$ cat config.mk
export PLATFORM = sky130hd
export DESIGN_NAME = count_seq
export DESIGN_NICKNAME = d
export VERILOG_FILES = /design/src/rtl/count_seq.sv
export SDC_FILE = /design/constraint.sdc
export NUM_CORES = 1
export LEC_CHECK = 0
export BUFFER_PORTS_ARGS = -buffer_cell sky130_fd_sc_hd__buf_2
export CAP_MARGIN = 20
export CORE_MARGIN = 5
export CORE_UTILIZATION = 57
export DETAILED_ROUTE_END_ITERATION = 6
export HOLD_SLACK_MARGIN = 0.06
export PLACE_DENSITY = 0.84
export SLEW_MARGIN = 10
export SYNTH_ARGS = -nofsm -noshare
export SYNTH_HDL_FRONTEND = slang
export SYNTH_SLANG_ARGS = --single-unit
export TNS_END_PERCENT = 100
$ cat constraint.sdc
create_clock -name clk -period 6.83 [get_ports clk]
set_input_delay 0 -clock clk [delete_from_list [all_inputs] [get_ports clk]]
set_output_delay 0 -clock clk [all_outputs]
set_load 0.02 [all_outputs]
$ cat src/rtl/count_seq.sv
// Loadable up-counter: starts at init, adds step once per RUN cycle and clamps at limit.
// hold pauses a run, abort cancels it, and done pulses for one cycle when a run completes.
module count_seq #(
  parameter int WIDTH = 8
) (
  input  logic             clk,
  input  logic             rst,
  input  logic             start,
  input  logic             hold,
  input  logic             abort,
  input  logic [WIDTH-1:0] init,
  input  logic [WIDTH-1:0] step,
  input  logic [WIDTH-1:0] limit,
  output logic [WIDTH-1:0] count,
  output logic             busy,
  output logic             done,
  output logic             cout,
  output logic             ovf
);

  typedef enum logic [1:0] {
    IDLE = 2'd0,
    RUN  = 2'd1,
    HOLD = 2'd2,
    DONE = 2'd3
  } state_t;

  state_t           state_reg, state_next;
  logic [WIDTH-1:0] count_reg, count_next;
  logic             cout_reg, cout_next;
  logic             ovf_reg, ovf_next;
  logic             done_reg, done_next;
  logic [WIDTH:0]   sum;

  // One extra bit keeps the carry visible, so the compare against limit never sees a wrapped sum.
  assign sum = {1'b0, count_reg} + {1'b0, step};

  always_ff @(posedge clk or posedge rst) begin
    if (rst) begin
      state_reg <= IDLE;
      count_reg <= '0;
      cout_reg  <= 1'b0;
      ovf_reg   <= 1'b0;
      done_reg  <= 1'b0;
    end else begin
      state_reg <= state_next;
      count_reg <= count_next;
      cout_reg  <= cout_next;
      ovf_reg   <= ovf_next;
      done_reg  <= done_next;
    end
  end

  always_comb begin
    state_next = state_reg;
    count_next = count_reg;
    cout_next  = cout_reg;
    ovf_next   = ovf_reg;
    done_next  = 1'b0;

    if (abort) begin
      state_next = IDLE;
    end else begin
      case (state_reg)
        IDLE, DONE: begin
          if (start) begin
            count_next = init;
            cout_next  = 1'b0;
            ovf_next   = 1'b0;
            if (init >= limit) begin
              state_next = DONE;
              done_next  = 1'b1;
            end else begin
              state_next = RUN;
            end
          end
        end
        RUN: begin
          if (hold) begin
            state_next = HOLD;
          end else begin
            cout_next = sum[WIDTH];
            if (sum >= {1'b0, limit}) begin
              count_next = limit;
              ovf_next   = sum[WIDTH];
              state_next = DONE;
              done_next  = 1'b1;
            end else begin
              count_next = sum[WIDTH-1:0];
            end
          end
        end
        HOLD: begin
          if (!hold) state_next = RUN;
        end
        default: state_next = IDLE;
      endcase
    end
  end

  assign count = count_reg;
  assign cout  = cout_reg;
  assign ovf   = ovf_reg;
  assign done  = done_reg;
  assign busy  = (state_reg == RUN) || (state_reg == HOLD);

endmodule

==> flow_summary.json <==
{
  "status": "finished clean",
  "vias_per_cell": 5.92,
  "ys_top_cells_by_area": "dfrtp_1 (22%), ha_1 (22%), mux2i_1 (5.4%)",
  "drtIter0Drc": 79,
  "synth-main-ff-cell": "dfrtp_1",
  "grt_pass1_wl_mm": 6.95,
  "die_height_um": 61.2,
  "synth.distinct_cells": 41,
  "synth_fp_nets": 232,
  "final_cells": 261,
  "post-cts-setup-buffers": 0,
  "tritoncts": "built",
  "drtAntennaViolNets": 0,
  "r2r_end": "count[6]",
  "hold_path.startpoint": "limit[5]",
  "power_density_nw_per_um2": 478,
  "io_pins": 41,
  "layout-area-overhead-vs-synth_pct": 26.6,
  "cpPeakStageDelay_ns": 0.59,
  "final_area_sq_um": 1890,
  "grt_overflow": 0,
  "drc": 0,
  "drv_cap": 0,
  "cts.sinks": 13,
  "fmax_mhz": 260,
  "dp_hpwl_mm": 3.08,
  "clockBufferDepth": 2,
  "path_common_cell": "ha_1",
  "final_nets": 288,
  "wire_per_inst_um": 16.0,
  "largest_register_ffs": 8,
  "clock-root-buffer": "clkbuf_4",
  "grt_max_degree": 18,
  "ir_drop_v": 0.000350,
  "yosysWarnings": 0,
  "startpoint": "count[0]",
  "cts_max_level": 1,
  "finalSetupViolations": 0,
  "p_leak_nw": 0.938,
  "cpLargestDelayFamily": "adder cells",
  "final_cell_mix": "buf_2 (40), ha_1 (26), dlygate4sd3_1 (16)",
  "synth-edff-count": 0,
  "rsz0062_at_grt": "no",
  "place_ws_ns": 3.53,
  "dr_total_vias": 1546,
  "avgSynthCellArea_sq_um": 8.50,
  "drv_slew": 0,
  "slew_headroom": 0.332,
  "cp.arrival_ns": 4.01,
  "clock_skew_ns": 0.00609,
  "crit_chain": "ha_1 > fa_1 > a211oi_2 > o21bai_1 > a21oi_1 > xnor2_1 > ha_1 > nand2_1 > or3_1 > nand4b_4 > mux2i_1 > o22ai_1 > dlygate4sd3_1",
  "clk_pin_slew_ns": 0.10,
  "mostFrequentLayoutCell": "buf_2",
  "fin_ws_ns": 2.99,
  "ys_seq_elements": 13,
  "crit_path_start_kind": "register",
  "critical_path_peak_fanout": 11,
  "grt_usage": 0.252,
  "portBuffers": 40,
  "antenna_found_initial": 0,
  "fin_crit_ns": 3.84,
  "crit_slowest_cell": "dlygate4sd3_1",
  "tightest_slew_ns": 0.997,
  "synth_area_leader_cell": "dfrtp_1",
  "async_flop_share": 1.00,
  "hold_path_end": "count[5]",
  "die_w_um": 61.2,
  "setup_tns_ns": 0,
  "worstSetupPathType": "reg2reg",
  "routed_wl_mm": 4.18,
  "synth_top_area_frac": 0.218,
  "syn_area_sq_um": 1500,
  "drive_above_1_share": 0.216,
  "fillers": 183,
  "gp_congestion": 0.901,
  "fin_hold_ws_ns": 0.0622,
  "antenna_cells": 0,
  "ys_seq_area_frac": 0.218,
  "core_area_sq_um": 2500,
  "num_rows": 18,
  "min_path_cells": 3,
  "clkLatencyLatePin_ns": 0.29,
  "dp.cells": 241,
  "placed_cell_area_sq_um": 1710,
  "hold_path.class": "in2reg",
  "cp-end-kind": "register",
  "syn_inst": 176,
  "r2r_start": "count[0]",
  "reg2regPathDepth": 13,
  "r2r_slack_ns": 2.99,
  "hold_viol": 0,
  "grt_pass1_vias": 1608,
  "dieArea_sq_um": 3750,
  "initial_core_util": 0.598,
  "cp.required_ns": 7.00,
  "finalCritPeriodShare": 0.563,
  "cts_made_buffers": 3,
  "first_pass_iters": 4,
  "crit_buf_inv": 1
}
[cells in the mapped netlist (3+ instances only)]
library cell and n:
a21o_1 3, a21oi_1 15, clkbuf_1 4, dfrtp_1 13, ha_1 26, inv_1 14, mux2i_1 8, nand2_1 12
nand3_1 4, nor2_1 15, nor3_1 4, o21ai_0 13, o21ai_1 3, o22ai_1 7, xnor2_1 4
[worst min-delay path: cells and delay by family]
| family | cells | cell delay (ns) |
|---|---|---|
| mux | 1 | 0.06 |
| compound gates | 1 | 0.15 |
| buf+inv | 1 | 0.09 |
[cells by family (layout without fill, tap and decap cells)]
family / Yosys count / in the layout / synth area share
flops: 13 / 13 / 0.218
xor+xnor: 5 / 5 / 0.0293
fa+ha+maj: 27 / 27 / 0.231
mux: 8 / 8 / 0.0536
buf+inv: 19 / 74 / 0.0527
compound gates: 59 / 59 / 0.264
simple gates: 45 / 45 / 0.152
[per-stage QoR]
stage	utilization	power, mW
after floorplan	-	0.662
after global placement	0.683	0.770
after detailed placement	0.683	0.796
after CTS	0.757	0.892
after global routing	0.757	0.987
final	0.757	0.904
[how the worst max path moves through the flow]
| stage | to | slack, ns | cells past startpoint |
|---|---|---|---|
| 5_1_grt | count[6] | 2.77 | 14 |
| 2_1_floorplan | count[1] | 3.71 | 13 |
| 4_1_cts | count[2] | 3.05 | 13 |
| 3_5_place_dp | state_reg[0] | 3.53 | 13 |
| 6_report | count[6] | 2.99 | 13 |
| 3_3_place_gp | state_reg[0] | 3.68 | 13 |
[what timing repair did]
| item | CTS | global route |
|---|---|---|
| hold buffers | 16 | 0 |
| endpoints found under the hold margin | 23 | 0 |
| resized for setup | 0 | 0 |
[layout make-up]
cell class	count	area [sq um]	area share
multi-input cells	144	1090	0.576
repair buffers	56	360	0.190
flip-flops and latches	13	325	0.172
inverters	14	52.6	0.0278
well taps	30	37.5	0.0198
clock buffers	4	26.3	0.0139
[report_power, final]
part | total (mW) | internal (mW) | switching, mW
Combinational | 0.706 | 0.304 | 0.402
Clock | 0.0537 | 0.0228 | 0.0310
Sequential | 0.145 | 0.111 | 0.0333
[routing by layer]
metal / part of all wire / routed length [um] / vias to the layer above / GRT usage
met5: 0 / 0 / - / 0
met4: 0.022 / 93 / 0 / 0.130
met3: 0.078 / 327 / 9 / 0.0419
met2: 0.49 / 2040 / 70 / 0.447
met1: 0.41 / 1710 / 710 / 0.288
li1: - / - / 757 / -
(Power assumes the default switching activity.)
